### src/rtl/mc_control_fsm_pkg.sv
// Shared types for the multicycle MIPS control path: datapath mux selects,
// instruction fields, ALU operations, controller states and instruction classes.
package mc_control_fsm_pkg;

    typedef enum logic [1:0] {
        SEL_LOAD_NXT_INSTR = 2'd0,
        SEL_LOAD_JMP_ADDR  = 2'd1,
        SEL_LOAD_JR_ADDR   = 2'd2,
        SEL_LOAD_BR_ADDR   = 2'd3
    } pc_sel_t;

    typedef enum logic [1:0] {
        SEL_RESULT            = 2'd0,
        SEL_DLOAD             = 2'd1,
        SEL_NPC               = 2'd2,
        SEL_IMM16_TO_UPPER_32 = 2'd3
    } mem_to_reg_sel_t;

    typedef enum logic {
        SEL_REG_DATA = 1'b0,
        SEL_IMM16    = 1'b1
    } alu_src_sel_t;

    typedef enum logic [1:0] {
        SEL_RD              = 2'd0,
        SEL_RT              = 2'd1,
        SEL_RETURN_REGISTER = 2'd2
    } reg_dest_sel_t;

    typedef enum logic [5:0] {
        OP_RTYPE = 6'h00, OP_J     = 6'h02, OP_JAL   = 6'h03, OP_BEQ   = 6'h04,
        OP_BNE   = 6'h05, OP_ADDI  = 6'h08, OP_ADDIU = 6'h09, OP_SLTI  = 6'h0A,
        OP_SLTIU = 6'h0B, OP_ANDI  = 6'h0C, OP_ORI   = 6'h0D, OP_XORI  = 6'h0E,
        OP_LUI   = 6'h0F, OP_LW    = 6'h23, OP_SW    = 6'h2B, OP_HALT  = 6'h3F
    } opcode_t;

    typedef enum logic [5:0] {
        FN_SLL  = 6'h00, FN_SRL  = 6'h02, FN_JR   = 6'h08, FN_ADD  = 6'h20,
        FN_ADDU = 6'h21, FN_SUB  = 6'h22, FN_SUBU = 6'h23, FN_AND  = 6'h24,
        FN_OR   = 6'h25, FN_XOR  = 6'h26, FN_NOR  = 6'h27, FN_SLT  = 6'h2A,
        FN_SLTU = 6'h2B
    } funct_t;

    typedef enum logic [3:0] {
        ALU_ADD, ALU_SUB, ALU_AND, ALU_OR, ALU_XOR,
        ALU_NOR, ALU_SLL, ALU_SRL, ALU_SLT, ALU_SLTU
    } aluop_t;

    typedef enum logic [2:0] {
        FETCH, DECODE, EXEC, MEM, WB, HALT
    } state_t;

    typedef enum logic [3:0] {
        CLS_NOP, CLS_RALU, CLS_IALU, CLS_LUI, CLS_LW, CLS_SW,
        CLS_BEQ, CLS_BNE, CLS_J, CLS_JAL, CLS_JR, CLS_HALT
    } instr_class_t;

    localparam int OPCODE_W = 6;

endpackage

### src/rtl/mc_instr_decode.sv
// Combinational opcode/funct decode into instruction class, ALU controls and
// the write-back mux selects used by the sequencer.
module mc_instr_decode
    import mc_control_fsm_pkg::*;
(
    input  logic [OPCODE_W-1:0] opcode_i,
    input  logic [5:0]          funct_i,
    output instr_class_t        cls_o,
    output aluop_t              alu_op_o,
    output alu_src_sel_t        alu_src_sel_o,
    output logic                ext_sign_o,
    output reg_dest_sel_t       reg_dest_sel_o,
    output mem_to_reg_sel_t     mem_to_reg_sel_o
);

    always_comb begin
        cls_o            = CLS_NOP;
        alu_op_o         = ALU_ADD;
        alu_src_sel_o    = SEL_REG_DATA;
        ext_sign_o       = 1'b0;
        reg_dest_sel_o   = SEL_RD;
        mem_to_reg_sel_o = SEL_RESULT;
        case (opcode_i)
            OP_RTYPE: begin
                cls_o = CLS_RALU;
                case (funct_i)
                    FN_SLL:          alu_op_o = ALU_SLL;
                    FN_SRL:          alu_op_o = ALU_SRL;
                    FN_JR:           cls_o    = CLS_JR;
                    FN_ADD, FN_ADDU: alu_op_o = ALU_ADD;
                    FN_SUB, FN_SUBU: alu_op_o = ALU_SUB;
                    FN_AND:          alu_op_o = ALU_AND;
                    FN_OR:           alu_op_o = ALU_OR;
                    FN_XOR:          alu_op_o = ALU_XOR;
                    FN_NOR:          alu_op_o = ALU_NOR;
                    FN_SLT:          alu_op_o = ALU_SLT;
                    FN_SLTU:         alu_op_o = ALU_SLTU;
                    default:         cls_o    = CLS_NOP;
                endcase
            end
            OP_J:   cls_o = CLS_J;
            OP_JAL: begin
                cls_o            = CLS_JAL;
                reg_dest_sel_o   = SEL_RETURN_REGISTER;
                mem_to_reg_sel_o = SEL_NPC;
            end
            OP_BEQ, OP_BNE: begin
                cls_o      = (opcode_i == OP_BEQ) ? CLS_BEQ : CLS_BNE;
                alu_op_o   = ALU_SUB;
                ext_sign_o = 1'b1;
            end
            OP_ADDI, OP_ADDIU, OP_SLTI, OP_SLTIU, OP_ANDI, OP_ORI, OP_XORI: begin
                cls_o          = CLS_IALU;
                alu_src_sel_o  = SEL_IMM16;
                reg_dest_sel_o = SEL_RT;
                case (opcode_i)
                    OP_SLTI:  alu_op_o = ALU_SLT;
                    OP_SLTIU: alu_op_o = ALU_SLTU;
                    OP_ANDI:  alu_op_o = ALU_AND;
                    OP_ORI:   alu_op_o = ALU_OR;
                    OP_XORI:  alu_op_o = ALU_XOR;
                    default:  alu_op_o = ALU_ADD;
                endcase
                // logical immediates are zero-extended
                ext_sign_o = !(opcode_i == OP_ANDI || opcode_i == OP_ORI || opcode_i == OP_XORI);
            end
            OP_LUI: begin
                cls_o            = CLS_LUI;
                alu_src_sel_o    = SEL_IMM16;
                reg_dest_sel_o   = SEL_RT;
                mem_to_reg_sel_o = SEL_IMM16_TO_UPPER_32;
            end
            OP_LW, OP_SW: begin
                cls_o            = (opcode_i == OP_LW) ? CLS_LW : CLS_SW;
                alu_src_sel_o    = SEL_IMM16;
                ext_sign_o       = 1'b1;
                reg_dest_sel_o   = SEL_RT;
                mem_to_reg_sel_o = SEL_DLOAD;
            end
            OP_HALT: cls_o = CLS_HALT;
            default: cls_o = CLS_NOP;
        endcase
    end

endmodule

### src/rtl/mc_control_fsm.sv
// Multicycle MIPS control sequencer: fetches into an instruction register, then
// walks DECODE/EXEC/MEM/WB driving datapath mux selects and enables.
module mc_control_fsm
    import mc_control_fsm_pkg::*;
#(
    parameter int WORD_W   = 32,
    parameter int ALU_OP_W = 4
) (
    input  logic                CLK,
    input  logic                nRST,
    input  logic                ihit,
    input  logic [WORD_W-1:0]   imemload,
    input  logic                dhit,
    input  logic                zero,
    output logic                iREN,
    output logic                dREN,
    output logic                dWEN,
    output logic [WORD_W-1:0]   instr_q,
    output logic                pc_en,
    output logic [1:0]          pc_sel,
    output logic [1:0]          mem_to_reg_sel,
    output logic                alu_src_sel,
    output logic [1:0]          reg_dest_sel,
    output logic                reg_wen,
    output logic                ext_sign,
    output logic [ALU_OP_W-1:0] alu_op,
    output logic                halt
);

    state_t          state_q, state_d;
    instr_class_t    dec_cls;
    aluop_t          dec_alu_op, alu_op_e;
    alu_src_sel_t    dec_alu_src, alu_src_e;
    reg_dest_sel_t   dec_reg_dest, reg_dest_e;
    mem_to_reg_sel_t dec_mem_to_reg, mem_to_reg_e;
    pc_sel_t         pc_sel_e;
    logic            dec_ext_sign;
    logic            fetch_req;

    mc_instr_decode u_decode (
        .opcode_i         (instr_q[WORD_W-1 -: OPCODE_W]),
        .funct_i          (instr_q[5:0]),
        .cls_o            (dec_cls),
        .alu_op_o         (dec_alu_op),
        .alu_src_sel_o    (dec_alu_src),
        .ext_sign_o       (dec_ext_sign),
        .reg_dest_sel_o   (dec_reg_dest),
        .mem_to_reg_sel_o (dec_mem_to_reg)
    );

    always_ff @(posedge CLK or negedge nRST) begin
        if (!nRST) begin
            state_q <= FETCH;
            instr_q <= '0;
        end else begin
            state_q <= state_d;
            if (state_q == FETCH && ihit) instr_q <= imemload;
        end
    end

    always_comb begin
        state_d = state_q;
        case (state_q)
            FETCH:  if (ihit) state_d = DECODE;
            DECODE: state_d = (dec_cls == CLS_HALT) ? HALT : EXEC;
            EXEC: begin
                case (dec_cls)
                    CLS_LW, CLS_SW:              state_d = MEM;
                    CLS_RALU, CLS_IALU, CLS_LUI: state_d = WB;
                    default:                     state_d = FETCH;
                endcase
            end
            MEM:     if (dhit) state_d = (dec_cls == CLS_LW) ? WB : FETCH;
            WB:      state_d = FETCH;
            HALT:    state_d = HALT;
            default: state_d = FETCH;
        endcase
    end

    always_comb begin
        fetch_req    = 1'b0;
        dREN         = 1'b0;
        dWEN         = 1'b0;
        pc_en        = 1'b0;
        reg_wen      = 1'b0;
        ext_sign     = 1'b0;
        halt         = 1'b0;
        pc_sel_e     = SEL_LOAD_NXT_INSTR;
        mem_to_reg_e = SEL_RESULT;
        alu_src_e    = SEL_REG_DATA;
        reg_dest_e   = SEL_RD;
        alu_op_e     = ALU_ADD;
        case (state_q)
            FETCH: fetch_req = 1'b1;
            EXEC: begin
                alu_op_e  = dec_alu_op;
                alu_src_e = dec_alu_src;
                ext_sign  = dec_ext_sign;
                case (dec_cls)
                    CLS_J: begin
                        pc_sel_e = SEL_LOAD_JMP_ADDR;
                        pc_en    = 1'b1;
                    end
                    CLS_JAL: begin
                        pc_sel_e     = SEL_LOAD_JMP_ADDR;
                        pc_en        = 1'b1;
                        reg_wen      = 1'b1;
                        reg_dest_e   = dec_reg_dest;
                        mem_to_reg_e = dec_mem_to_reg;
                    end
                    CLS_JR: begin
                        pc_sel_e = SEL_LOAD_JR_ADDR;
                        pc_en    = 1'b1;
                    end
                    CLS_BEQ, CLS_BNE: begin
                        pc_en = 1'b1;
                        if ((dec_cls == CLS_BEQ) == zero) pc_sel_e = SEL_LOAD_BR_ADDR;
                    end
                    CLS_NOP: pc_en = 1'b1;
                    default: ;
                endcase
            end
            MEM: begin
                alu_src_e = SEL_IMM16;
                dREN      = (dec_cls == CLS_LW);
                dWEN      = (dec_cls == CLS_SW);
                pc_en     = dhit && (dec_cls == CLS_SW);
            end
            WB: begin
                reg_wen      = 1'b1;
                pc_en        = 1'b1;
                reg_dest_e   = dec_reg_dest;
                mem_to_reg_e = dec_mem_to_reg;
            end
            HALT:    halt = 1'b1;
            default: ;
        endcase
    end

    // iREN must fall with reset even before the state register settles
    assign iREN           = fetch_req & nRST;
    assign pc_sel         = pc_sel_e;
    assign mem_to_reg_sel = mem_to_reg_e;
    assign alu_src_sel    = alu_src_e;
    assign reg_dest_sel   = reg_dest_e;
    assign alu_op         = alu_op_e;

endmodule

### config.mk
export PLATFORM = sky130hd
export DESIGN_NAME = mc_control_fsm
export DESIGN_NICKNAME = d
export VERILOG_FILES = /design/src/rtl/mc_control_fsm_pkg.sv /design/src/rtl/mc_instr_decode.sv /design/src/rtl/mc_control_fsm.sv
export SDC_FILE = /design/constraint.sdc
export NUM_CORES = 1
export LEC_CHECK = 0
export BUFFER_PORTS_ARGS = -buffer_cell sky130_fd_sc_hd__buf_2
export CAP_MARGIN = 20
export CORE_ASPECT_RATIO = 0.5
export CORE_MARGIN = 2
export CORE_UTILIZATION = 42
export CTS_CLUSTER_SIZE = 8
export DETAILED_ROUTE_END_ITERATION = 8
export GPL_TIMING_DRIVEN = 0
export HOLD_SLACK_MARGIN = 0.02
export PLACE_DENSITY = 0.72
export SLEW_MARGIN = 5
export SYNTH_ARGS = -nofsm -noshare
export SYNTH_HDL_FRONTEND = slang
export SYNTH_SLANG_ARGS = --single-unit
### constraint.sdc
create_clock -name CLK -period 2.4 [get_ports CLK]
set_input_delay 0.12 -clock CLK [delete_from_list [all_inputs] [get_ports CLK]]
set_output_delay 0.12 -clock CLK [all_outputs]
set_load 0.05 [all_outputs]
==> flow_results.xml <==
<?xml version="1.0" encoding="UTF-8"?>
<metrics>
  <group name="critical_path">
    <metric name="timing.setup.critical_path_class" unit="">register to output pin</metric>
    <metric name="worst-r2r-cell-count" unit="">5</metric>
    <metric name="worst-endpoint-arrival" unit="ns">2.30</metric>
    <metric name="timing.critical_path.slowest_stage_cell" unit="">sky130_fd_sc_hd__dfrtp_2</metric>
    <metric name="start_kind" unit="">register</metric>
    <metric name="nature_of_the_critical_path_endpoint" unit="">output pin</metric>
    <metric name="worst_r2r_endpoint" unit="">instr_q[12]</metric>
    <metric name="timing.critical_path.cells" unit="">or2_2 -&gt; nor3_4 -&gt; nand2_1 -&gt; a211o_2 -&gt; nor4_4 -&gt; buf_6</metric>
    <metric name="reg2reg_from" unit="">state_q[2]</metric>
    <metric name="required_time_worst_endpoint" unit="ns">2.28</metric>
    <metric name="max_stage_delay" unit="ns">0.44</metric>
    <metric name="cp_max_fo" unit="">7</metric>
    <metric name="r2r_setup_slack" unit="ns">0.35</metric>
  </group>
  <group name="synthesis">
    <metric name="post_synth_mux_area_share" unit="%">15.0</metric>
    <metric name="synth.yosys.warnings" unit="">0</metric>
    <metric name="fraction_of_the_mapped_netlist_area_in_simple_logic_gates" unit="%">19.9</metric>
    <metric name="synth_cell_type_count" unit="">43</metric>
    <metric name="synthAdderAreaFrac" unit="%">0</metric>
    <metric name="synth_instances" unit="">219</metric>
    <metric name="synth_compound_area_share" unit="%">16.2</metric>
    <metric name="mappedNetlistArea" unit="sq um">2030</metric>
    <metric name="total_nets_after_synthesis" unit="">256</metric>
    <metric name="synth_seq_area_share" unit="%">43.2</metric>
    <metric name="synth_area_per_cell" unit="sq um">9.27</metric>
    <metric name="synth.ff_latch_count" unit="">35</metric>
    <metric name="synth-edff-count" unit="">0</metric>
    <metric name="synth_xor_area_share" unit="%">0.863</metric>
    <metric name="synth_ff_type" unit="">sky130_fd_sc_hd__dfrtp_1</metric>
    <metric name="main_combinational_cell_family_by_area_after_synthesis" unit="">simple AND/OR/NAND/NOR gates</metric>
    <metric name="synth-async-reset-ratio" unit="%">100</metric>
  </group>
  <group name="clocking">
    <metric name="clk_latency" unit="ns">0.28</metric>
    <metric name="cts_tree" unit="">built</metric>
    <metric name="clk_pin_slew_worst_paths" unit="ns">0.07</metric>
    <metric name="cts-root-to-sink-buffers" unit="">2</metric>
    <metric name="clock-sinks" unit="">35</metric>
    <metric name="numCtsBuffers" unit="">5</metric>
    <metric name="cts.root.buffer_cell" unit="">sky130_fd_sc_hd__clkbuf_8</metric>
    <metric name="h_tree_depth" unit="">2</metric>
  </group>
  <group name="finish">
    <metric name="filler_cell_count" unit="">385</metric>
    <metric name="nNetsFinal" unit="">358</metric>
    <metric name="fraction_of_final_layout_cells_with_drive_strength_greater_than_1" unit="%">53.1</metric>
    <metric name="multi_input_area" unit="sq um">1200</metric>
    <metric name="seq_area" unit="sq um">878</metric>
    <metric name="layout_common_cells" unit="">sky130_fd_sc_hd__buf_2, sky130_fd_sc_hd__dfrtp_1, sky130_fd_sc_hd__mux2_2, sky130_fd_sc_hd__nor2_1, sky130_fd_sc_hd__nand2_1</metric>
    <metric name="mostFrequentLayoutCell" unit="">sky130_fd_sc_hd__buf_2</metric>
    <metric name="n_antenna_cell" unit="">0</metric>
    <metric name="syn2layout_area_growth" unit="%">45.2</metric>
  </group>
  <group name="global_routing">
    <metric name="grt_first_pass_wirelength" unit="um">9260</metric>
    <metric name="antenna_found_initial" unit="">0</metric>
    <metric name="grt_util_all_layers" unit="%">22.4</metric>
    <metric name="first_global_vias" unit="">1977</metric>
    <metric name="globalRouteOverflowTotal" unit="">0</metric>
    <metric name="grt_max_degree" unit="">37</metric>
  </group>
  <group name="route">
    <metric name="remaining_routing_drc_violations" unit="">0</metric>
    <metric name="drt_pre_antenna_iters" unit="">4</metric>
    <metric name="drt-wirelength-per-cell" unit="um">15.0</metric>
    <metric name="routed_via_density" unit="">5.36</metric>
    <metric name="drt.antenna.violating_nets" unit="">0</metric>
    <metric name="dr_total_vias" unit="">2079</metric>
    <metric name="dr.first_iter.drc_count" unit="">98</metric>
    <metric name="finalWirelength" unit="um">5830</metric>
  </group>
  <group name="timing">
    <metric name="timing_worst_slew_pin_value" unit="ns">0.783</metric>
    <metric name="finClkSkew" unit="ns">0.00136</metric>
    <metric name="achievable-frequency" unit="GHz">0.413</metric>
    <metric name="rsz0062_at_grt" unit="">yes</metric>
    <metric name="finalCriticalPeriod" unit="ns">2.42</metric>
    <metric name="slew_headroom" unit="%">47.8</metric>
    <metric name="drv_slew" unit="">0</metric>
    <metric name="min_period_over_period" unit="%">101</metric>
    <metric name="setup_total_negative_slack" unit="ns">-0.0199</metric>
    <metric name="report.final.setup_viol" unit="">1</metric>
    <metric name="hold_viol" unit="">0</metric>
    <metric name="worst_hold_slack" unit="ns">0.0422</metric>
    <metric name="worst_slack" unit="ns">-0.0199</metric>
  </group>
  <group name="die">
    <metric name="core_region_area" unit="sq um">4530</metric>
    <metric name="die_outline_area" unit="sq um">5440</metric>
    <metric name="die_height" unit="um">53.2</metric>
    <metric name="core.rowCount" unit="">17</metric>
    <metric name="die_width" unit="um">102</metric>
    <metric name="ios" unit="">87</metric>
    <metric name="start_util" unit="%">44.8</metric>
  </group>
  <group name="placed_design">
    <metric name="place_congestion" unit="">0.916</metric>
    <metric name="dp_slack" unit="ns">-0.159</metric>
    <metric name="port_buffers" unit="">86</metric>
    <metric name="dp_hpwl" unit="um">4130</metric>
  </group>
  <group name="worst_hold_path">
    <metric name="hold_path_startpoint" unit="">imemload[31]</metric>
    <metric name="worstHoldPathCells" unit="">3</metric>
    <metric name="min_delay_worst_endpoint" unit="">instr_q[31]</metric>
    <metric name="worst_hold_path_type" unit="">input port to register</metric>
  </group>
  <group name="job">
    <metric name="drv_cap" unit="">0</metric>
  </group>
  <group name="run_status">
    <metric name="outcome" unit="">finished, violations left</metric>
    <metric name="violations" unit="">setup timing</metric>
  </group>
</metrics>
==> flip-flops by register name (all words and copies together) (netlist names) <==
| signal | flops |
|---|---|
| state_q | 3 |
| instr_q | 32 |
==> layout make-up <==
| class | instances | share of cell area, % |
|---|---|---|
| plain buffers | 12 | 1.74 |
| multi-input cells | 160 | 40.8 |
| clock buffers | 6 | 2.80 |
| repair buffers | 98 | 19.7 |
| inverters | 9 | 1.15 |
| clock inverters | 2 | 1.19 |
| flip-flops and latches | 35 | 29.8 |
| well taps | 66 | 2.80 |
==> synthesized netlist by cell type, drive strengths merged, types with 2 or more instances <==
cell type | number | area (sq um)
nor2 | 25 | 93.8
nand3 | 4 | 20.0
or3 | 2 | 12.5
mux2 | 27 | 304
buf | 4 | 25.0
a21oi | 17 | 85.1
and2 | 3 | 18.8
nor3 | 7 | 35.0
a221o | 2 | 20.0
nand4 | 3 | 25.0
nor4 | 2 | 27.5
clkbuf | 11 | 41.3
nand2 | 19 | 71.3
nand2b | 5 | 31.3
dfrtp | 35 | 876
o32ai | 3 | 26.3
o21ai | 15 | 75.1
inv | 9 | 33.8
a22oi | 2 | 15.0
nor2b | 3 | 18.8
a211o | 2 | 17.5
nand3b | 2 | 15.0
==> how the worst max path moves through the flow <==
stage,cells after the start,slack [ns],startpoint,endpoint
5_1_grt,8,-0.13,instr_q[31],pc_sel[0]
3_3_place_gp,7,-0.12,instr_q[31],pc_en
4_1_cts,8,-0.03,instr_q[30],pc_en
2_1_floorplan,7,-0.13,instr_q[31],pc_sel[0]
3_5_place_dp,7,-0.16,instr_q[31],pc_en
6_report,6,-0.02,instr_q[31],mem_to_reg_sel[1]
==> routing by layer <==
| metal | vias up | share of wire [%] | global-route usage, % |
|---|---|---|---|
| li1 | 984 | - | - |
| met1 | 1005 | 44 | 28.6 |
| met2 | 79 | 49 | 37.8 |
| met3 | 11 | 5.5 | 5.02 |
| met4 | 0 | 1.8 | 8.00 |
| met5 | - | 0 | 0 |
==> critical path, delay by kind of cell (launching register included) <==
family                 cells  cell delay [ns]
AND/OR/NAND/NOR            4             0.98
flip-flops                 1             0.44
AO/OA/AOI/OAI              1             0.39
buffers and inverters      1             0.20
==> per-stage QoR <==
stage | area (sq um) | std cells | utilization [%]
2_1_floorplan | 2130 | 219 | -
3_5_place_dp | 2640 | 371 | 58.3
4_1_cts | 2880 | 386 | 63.5
6_report | 2950 | 388 | 65.0
3_3_place_gp | 2640 | 371 | 58.3
5_1_grt | 2950 | 388 | 65.0
==> kinds of logic (layout without fill, tap and decap cells) <==
family          after synthesis  count (layout)
compound gates               52              52
xor+xnor                      2               2
buf+inv                      24             127
flops                        35              35
mux                          27              27
simple gates                 79              79
==> what timing repair did <==
action | 4_1_cts | 5_1_grt
setup endpoints to repair | 13 | 29
setup buffers | 8 | 3
endpoints found under the hold margin | 35 | 0
resized for setup | 22 | 18
hold buffers | 1 | 0
pin swaps | 8 | 8
Power is not shown: default switching activity piles up to over one toggle a cycle in this logic, so the estimate is an artifact.
